File: config.mk
export PLATFORM = sky130hd
export DESIGN_NAME = kbd_scan_ctrl
export DESIGN_NICKNAME = d
export VERILOG_FILES = /design/src/rtl/kbd_scan_ctrl.sv
export SDC_FILE = /design/constraint.sdc
export NUM_CORES = 1
export LEC_CHECK = 0
export ABC_AREA = 1
export CAP_MARGIN = 20
export CORE_MARGIN = 2
export CORE_UTILIZATION = 39
export CTS_BUF_LIST = sky130_fd_sc_hd__clkbuf_8 sky130_fd_sc_hd__clkbuf_16
export CTS_CLUSTER_SIZE = 40
export DETAILED_ROUTE_END_ITERATION = 10
export DONT_BUFFER_PORTS = 1
export GPL_TIMING_DRIVEN = 1
export PLACE_DENSITY = 0.55
export SLEW_MARGIN = 40
export SYNTH_ARGS = -nofsm -noshare
export SYNTH_HDL_FRONTEND = slang
export SYNTH_SLANG_ARGS = --single-unit
File: constraint.sdc
create_clock -name clk -period 3.78 [get_ports clk]
set_clock_uncertainty 0.1 [all_clocks]
set_input_delay 0.189 -clock clk [delete_from_list [all_inputs] [get_ports clk]]
set_output_delay 0.189 -clock clk [all_outputs]
set_load 0.02 [all_outputs]
File: src/rtl/kbd_scan_ctrl.sv
// ============================================================================
// Module      : kbd_scan_ctrl
// Description : PS/2 scan-code decoder. Pops bytes from a receiver FIFO,
//               strips E0/F0 prefixes, tracks modifiers and presents key
//               events with ASCII translation under a valid/ack handshake.
// Revision    : 1.0 - initial release
// ============================================================================
`default_nettype none

module kbd_scan_ctrl #(
    parameter int IGNORE_REPEAT = 1
) (
    input  logic       clk,
    input  logic       clrn,
    input  logic [7:0] kb_data,
    input  logic       kb_ready,
    input  logic       kb_overflow,
    output logic       kb_nextdata_n,
    output logic       key_valid,
    input  logic       key_ack,
    output logic [7:0] key_code,
    output logic [7:0] key_ascii,
    output logic       key_break,
    output logic       key_ext,
    output logic       shift,
    output logic       ctrl,
    output logic       caps,
    output logic       err_overflow
);

    localparam logic [7:0] c_PFX_EXT = 8'hE0;
    localparam logic [7:0] c_PFX_BRK = 8'hF0;
    localparam logic [7:0] c_LSHIFT  = 8'h12;
    localparam logic [7:0] c_RSHIFT  = 8'h59;
    localparam logic [7:0] c_CTRL    = 8'h14;
    localparam logic [7:0] c_CAPS    = 8'h58;

    typedef enum logic [1:0] {
        IDLE = 2'd0,
        POP  = 2'd1,
        PROC = 2'd2,
        HOLD = 2'd3
    } state_t;

    state_t     r_state;
    logic [7:0] r_byte;
    logic       r_pend_ext;
    logic       r_pend_brk;
    logic       r_lshift;
    logic       r_rshift;
    logic       r_lctrl;
    logic       r_rctrl;
    logic       r_last_vld;
    logic [8:0] r_last_make;

    logic       w_repeat;
    logic       w_last_hit;
    logic [7:0] w_base;
    logic [7:0] w_alt;
    logic       w_letter;
    logic       w_upper;
    logic [7:0] w_ascii;

    assign shift = r_lshift | r_rshift;
    assign ctrl  = r_lctrl | r_rctrl;

    assign w_last_hit = r_last_vld && (r_last_make == {r_pend_ext, r_byte});
    assign w_repeat   = (IGNORE_REPEAT != 0) && !r_pend_brk && w_last_hit;

    // Unshifted / shifted character pairs; letters carry lower/upper case.
    always_comb begin
        {w_base, w_alt} = 16'h0000;
        case (r_byte)
            8'h1C: {w_base, w_alt} = "aA";
            8'h32: {w_base, w_alt} = "bB";
            8'h21: {w_base, w_alt} = "cC";
            8'h23: {w_base, w_alt} = "dD";
            8'h24: {w_base, w_alt} = "eE";
            8'h2B: {w_base, w_alt} = "fF";
            8'h34: {w_base, w_alt} = "gG";
            8'h33: {w_base, w_alt} = "hH";
            8'h43: {w_base, w_alt} = "iI";
            8'h3B: {w_base, w_alt} = "jJ";
            8'h42: {w_base, w_alt} = "kK";
            8'h4B: {w_base, w_alt} = "lL";
            8'h3A: {w_base, w_alt} = "mM";
            8'h31: {w_base, w_alt} = "nN";
            8'h44: {w_base, w_alt} = "oO";
            8'h4D: {w_base, w_alt} = "pP";
            8'h15: {w_base, w_alt} = "qQ";
            8'h2D: {w_base, w_alt} = "rR";
            8'h1B: {w_base, w_alt} = "sS";
            8'h2C: {w_base, w_alt} = "tT";
            8'h3C: {w_base, w_alt} = "uU";
            8'h2A: {w_base, w_alt} = "vV";
            8'h1D: {w_base, w_alt} = "wW";
            8'h22: {w_base, w_alt} = "xX";
            8'h35: {w_base, w_alt} = "yY";
            8'h1A: {w_base, w_alt} = "zZ";
            8'h16: {w_base, w_alt} = "1!";
            8'h1E: {w_base, w_alt} = "2@";
            8'h26: {w_base, w_alt} = "3#";
            8'h25: {w_base, w_alt} = "4$";
            8'h2E: {w_base, w_alt} = "5%";
            8'h36: {w_base, w_alt} = "6^";
            8'h3D: {w_base, w_alt} = "7&";
            8'h3E: {w_base, w_alt} = "8*";
            8'h46: {w_base, w_alt} = "9(";
            8'h45: {w_base, w_alt} = "0)";
            8'h29: {w_base, w_alt} = 16'h2020;
            8'h5A: {w_base, w_alt} = 16'h0D0D;
            8'h66: {w_base, w_alt} = 16'h0808;
            default: {w_base, w_alt} = 16'h0000;
        endcase
    end

    assign w_letter = (w_base >= 8'h61) && (w_base <= 8'h7A);
    assign w_upper  = w_letter ? (shift ^ caps) : shift;
    assign w_ascii  = (r_pend_brk || r_pend_ext) ? 8'h00 : (w_upper ? w_alt : w_base);

    always_ff @(posedge clk) begin
        if (!clrn) begin
            r_state       <= IDLE;
            r_byte        <= 8'h00;
            r_pend_ext    <= 1'b0;
            r_pend_brk    <= 1'b0;
            r_lshift      <= 1'b0;
            r_rshift      <= 1'b0;
            r_lctrl       <= 1'b0;
            r_rctrl       <= 1'b0;
            r_last_vld    <= 1'b0;
            r_last_make   <= 9'h000;
            kb_nextdata_n <= 1'b1;
            key_valid     <= 1'b0;
            key_code      <= 8'h00;
            key_ascii     <= 8'h00;
            key_break     <= 1'b0;
            key_ext       <= 1'b0;
            caps          <= 1'b0;
            err_overflow  <= 1'b0;
        end else begin
            if (kb_overflow) begin
                err_overflow <= 1'b1;
            end
            case (r_state)
                IDLE: begin
                    if (kb_ready) begin
                        r_byte        <= kb_data;
                        kb_nextdata_n <= 1'b0;
                        r_state       <= POP;
                    end
                end
                POP: begin
                    kb_nextdata_n <= 1'b1;
                    r_state       <= PROC;
                end
                PROC: begin
                    if (r_byte == c_PFX_EXT) begin
                        r_pend_ext <= 1'b1;
                        r_state    <= IDLE;
                    end else if (r_byte == c_PFX_BRK) begin
                        r_pend_brk <= 1'b1;
                        r_state    <= IDLE;
                    end else begin
                        r_pend_ext <= 1'b0;
                        r_pend_brk <= 1'b0;
                        if (!r_pend_ext && r_byte == c_LSHIFT) r_lshift <= !r_pend_brk;
                        if (!r_pend_ext && r_byte == c_RSHIFT) r_rshift <= !r_pend_brk;
                        if (r_byte == c_CTRL) begin
                            if (r_pend_ext) r_rctrl <= !r_pend_brk;
                            else            r_lctrl <= !r_pend_brk;
                        end
                        if (!r_pend_brk && !r_pend_ext && r_byte == c_CAPS && !w_repeat) begin
                            caps <= !caps;
                        end
                        // Only a release of the remembered key re-arms the repeat filter.
                        if (!r_pend_brk) begin
                            r_last_vld  <= 1'b1;
                            r_last_make <= {r_pend_ext, r_byte};
                        end else if (w_last_hit) begin
                            r_last_vld <= 1'b0;
                        end
                        if (w_repeat) begin
                            r_state <= IDLE;
                        end else begin
                            key_valid <= 1'b1;
                            key_code  <= r_byte;
                            key_ascii <= w_ascii;
                            key_break <= r_pend_brk;
                            key_ext   <= r_pend_ext;
                            r_state   <= HOLD;
                        end
                    end
                end
                HOLD: begin
                    if (key_ack) begin
                        key_valid <= 1'b0;
                        r_state   <= IDLE;
                    end
                end
                default: r_state <= IDLE;
            endcase
        end
    end

endmodule

`default_nettype wire

### Word level (Yosys, flattened, before mapping)

Memories as Yosys holds them, arrays and structs flattened. A register that Yosys moved wholly into a read port is not among the register bits.
Cells that the tools add are included.

| cells by class | value |
|---|---|
| bitwise operators | 8 |
| eq/ne operators | 17 |
| multiplexer cells | 24 |
| reduce and logical (&&, ||, !) cells | 30 |
| $lt $le $gt $ge | 2 |

Operator list:

| operator | count |
|---|---|
| AND reduction 4 bit | 6 |
| == test 8 x 5 -> 1 bit (second input constant) | 2 |
| == test 8 x 7 -> 1 bit (second input constant) | 2 |
| == test 8 bit (second input constant) | 2 |
| 2-to-1 mux 16 bit | 1 |
| 2-to-1 mux 8 bit | 2 |
| AND reduction 5 bit | 3 |
| 2-to-1 mux 7 bit | 2 |
| != test 2 bit (second input constant) | 6 |
| 2-to-1 mux 1 bit | 11 |
| 2-to-1 mux 2 bit | 5 |
| AND reduction 2 bit | 5 |
| == test 9 bit | 1 |
| greater-or-equal comparator 8 x 7 -> 1 bit (second input constant) | 1 |
| less-or-equal comparator 8 x 7 -> 1 bit (second input constant) | 1 |
| logical AND 1 bit | 8 |
| case mux 2 bit (4 select lines) | 1 |
| inverter 1 bit | 5 |
| == test 2 bit (second input constant) | 2 |
| logical NOT 1 bit | 4 |
| case mux 1 bit (2 select lines) | 2 |
| nonzero test 2 bit | 2 |
| == test 2 x 1 -> 1 bit (second input constant) | 1 |
| logical NOT 2 bit | 1 |
| 4 further kinds | 5 |

| word-level totals | value |
|---|---|
| input bits | 13 |
| output and inout bits | 24 |
| bits in read-only memories | 1792 |
| memories | 1 |
| register bits after elaboration | 48 |

Memories:

| name | words | bits a word | rd ports | clocked after memory_dff | write ports | RTL line | source |
|---|---|---|---|---|---|---|---|
| (no name shown) | 128 | 14 | 1 | 1 | 0 | 73 | `case (r_byte)` |

### Longest topological paths before layout

| depth | value |
|---|---|
| word-level depth | 7 |
| gate-level depth with buffers | 19 |
| mapped depth without buffers | 18 |

### Worst setup path after synthesis

No wires, ideal clock.

| path | value |
|---|---|
| path type | reg-to-reg |
| start point | register r_state[1] |
| end point | register (tool-made name) |
| data arrival time | 1914 ps |
| slack | 1640 ps |
| stages on the path, launching flop included | 15 |
| library setup time | 126 ps |
| data required time | 3554 ps |
| path buffers | 1 |
| cells stage by stage | dfxtp_1 nor2_4 nand2_4 buf_8 nand2_2 nand2_2 nor2_4 inv_1 ha_1 nand3_2 inv_1 nand2_1 nand3_1 a21oi_1 o21bai_1 |

RTL lines:

| what | RTL line | source |
|---|---|---|
| from (decl) | 45 | `state_t r_state;` |
| from (signal assigned) | 123 | `r_state <= IDLE;` |
| from (signal assigned) | 150 | `r_state <= POP;` |
| from (signal assigned) | 155 | `r_state <= PROC;` |

==> impl_metrics.env <==
export IMPL_fp_dieW_um=100
export IMPL_hp_start="clrn"
export IMPL_grt_usage_pct=20.5
export IMPL_ys_warn_count=0
export IMPL_ys_types=46
export IMPL_pre_cts_ws_ns=1.21
export IMPL_drv_cap=0
export IMPL_cts_sinks=60
export IMPL_synth_main_ff_cell="dfxtp_1"
export IMPL_min_period_ns=2.62
export IMPL_drc=0
export IMPL_clock_fmax_mhz=381
export IMPL_synthArstFlopShare_pct=0
export IMPL_ios=37
export IMPL_finalWorstSetupSlack_ns=1.16
export IMPL_placed_cell_area_um2=3650
export IMPL_cts_buffer_depth=2
export IMPL_routabilityCongestion=0.913
export IMPL_ir_drop_v=0.000178
export IMPL_core_area_um2=9110
export IMPL_synth_area_top_cells="dfxtp_1 33%, nand2_1 19%, nand3_1 5.5%, a21oi_1 5.0%, nor2_1 4.7%"
export IMPL_syn_area_um2=3620
export IMPL_wirelength_um=9730
export IMPL_io_buffer_count=0
export IMPL_synth_top_area_cell="dfxtp_1"
export IMPL_critical_path_required_ns=3.97
export IMPL_fillers=990
export IMPL_synth_top_area_share_pct=33.1
export IMPL_r2r_start="r_state[1]$_SDFFE_PN0P_"
export IMPL_via_per_inst=5.33
export IMPL_grt_max_degree=25
export IMPL_cts_made_buffers=9
export IMPL_whs_endpoint="r_byte[4]$_SDFFE_PN0N_"
export IMPL_cts_root_buf="clkbuf_8"
export IMPL_cts_setup_buffers=0
export IMPL_multi_input_area_um2=2130
export IMPL_crit_fanout=23
export IMPL_rsz0062_at_grt="no"
export IMPL_drtIter0Drc=233
export IMPL_worstSetupPathType="reg2reg"
export IMPL_status="finished clean"
export IMPL_design_area_um2=3880
export IMPL_ff_latch_area_um2=1200
export IMPL_setup_viol=0
export IMPL_cts_resized=0
export IMPL_grt_ovfl_total=0
export IMPL_drtAntennaViolNets=0
export IMPL_synth_nets=573
export IMPL_worstHoldPathType="in2reg"
export IMPL_synth_edff_count=0
export IMPL_power_total_w=0.00187
export IMPL_worstSetupEndpointType="flip-flop"
export IMPL_area_growth_syn_to_layout_pct=7.15
export IMPL_rrSetupSlack_ns=1.16
export IMPL_slew_violations=0
export IMPL_drive_gt1_share_pct=10.2
export IMPL_grt_pass1_vias=3243
export IMPL_htreeDepth=3
export IMPL_start_util_pct=39.8
export IMPL_placementRows=35
export IMPL_via_count=3527
export IMPL_cts_tree="done"
export IMPL_die_h_um=100
export IMPL_netlist_instances=553
export IMPL_synth_common_cells="187 x nand2_1, 60 x dfxtp_1, 45 x nor2_1"
export IMPL_detail_route_first_pass_iterations=4
export IMPL_p_leak_nw=1.80
export IMPL_ys_seq_area_share_pct=33.1
export IMPL_nNetsFinal=568
export IMPL_reg2reg_depth=10
export IMPL_critPathArrivalTime_ns=2.81
export IMPL_post_synth_cell_area_avg_um2=6.55
export IMPL_clkLatencyLatePin_ns=0.35
export IMPL_place_hpwl_um=7110
export IMPL_hold_viol=0
export IMPL_hold_depth=2
export IMPL_wl_per_cell_um=14.7
export IMPL_diodes=0
export IMPL_power_density_nw_per_um2=482
export IMPL_finalSetupTns_ns=0
export IMPL_start_kind="flip-flop"
export IMPL_synth_most_common_cell="nand2_1"
export IMPL_synth_seq_cells=60
export IMPL_clkTransAtPathRegs_ns=0.06
export IMPL_grt_pass1_wl_um=16400
export IMPL_dieArea_um2=10100
export IMPL_antenna_found_initial=0
export IMPL_period_share_pct=69.4
## cells by family after synthesis
kind of cell    share of synthesized area (%)
simple gates                             42.3
compound gates                           12.9
buf+inv                                  8.11
flops                                    33.1
fa+ha+maj                                2.42
xor+xnor                                0.967
other cells                             0.103
## cell type report
class | count | area share [%]
clock buffer | 11 | 3.90
clock inverter | 3 | 0.999
inverter | 43 | 4.22
multi-input combinational | 427 | 54.8
sequential | 60 | 30.9
tap | 111 | 3.58
timing repair buffer | 7 | 1.55
## layout by cell type (no fill, tap or decap), types with 3 or more instances in the layout
master | netlist | layout
a211oi_1 | 3 | 3
a21oi_1 | 36 | 36
a31oi_1 | 3 | 3
clkbuf_8 | 0 | 11
dfxtp_1 | 60 | 60
dlygate4sd3_1 | 0 | 4
ha_1 | 7 | 7
inv_1 | 35 | 36
inv_2 | 6 | 6
nand2_1 | 187 | 187
nand2_2 | 8 | 8
nand3_1 | 40 | 40
nand3_2 | 8 | 8
nand3b_1 | 4 | 4
nand4_1 | 10 | 10
nor2_1 | 45 | 45
nor2_4 | 7 | 7
nor3_1 | 8 | 8
o21ai_0 | 30 | 30
o21ai_1 | 6 | 6
## where the power goes
part	internal [W]	switching (W)	leakage (nW)
registers	0.000700	0.0000835	0.490
logic	0.000159	0.000355	1.21
clock network	0.000330	0.000246	0.102
## worst max-delay path, stage by stage (launching register included)
cell	delay, ns
dfxtp_1	0.36
nor2_4	0.25
nand2_4	0.18
nand2_1	0.11
nand3_2	0.37
inv_2	0.46
nand3_2	0.16
a21oi_1	0.22
and2_1	0.19
o21ai_1	0.07
nand2_1	0.08
## worst max path at each step
| stage | slack [ns] | cells past startpoint | from | end |
|---|---|---|---|---|
| after floorplan | 1.64 | 14 | r_state[1]$_SDFFE_PN0P_ | flip-flop |
| after global placement | 1.30 | 10 | r_state[1]$_SDFFE_PN0P_ | flip-flop |
| after detailed placement | 1.21 | 10 | r_state[1]$_SDFFE_PN0P_ | flip-flop |
| after CTS | 1.09 | 14 | clrn | flip-flop |
| after global routing | 0.88 | 10 | r_state[0]$_SDFFE_PN0P_ | flip-flop |
| final | 1.16 | 10 | r_state[1]$_SDFFE_PN0P_ | flip-flop |
## stage by stage
step           cells  utilization (%)  hold WS [ns]
2_1_floorplan    553                -         0.205
3_3_place_gp     643             40.0         0.186
3_5_place_dp     643             40.0         0.187
4_1_cts          662             42.7       0.00300
5_1_grt          662             42.6        0.0174
6_report         662             42.6        0.0104
## routing by layer
metal	vias up	wire length [um]	global-route usage, %
li1	1785	-	-
met1	1622	4970	29.8
met5	-	0	0
met2	106	4050	29.5
met4	0	132	8.11
met3	14	580	4.25
## what timing repair did
item                                    CTS  global route
endpoints found under the setup margin    0             0
endpoints found under the hold margin    26             0
hold buffers                              5             0
Note: power is estimated with default switching activity, not from simulation.
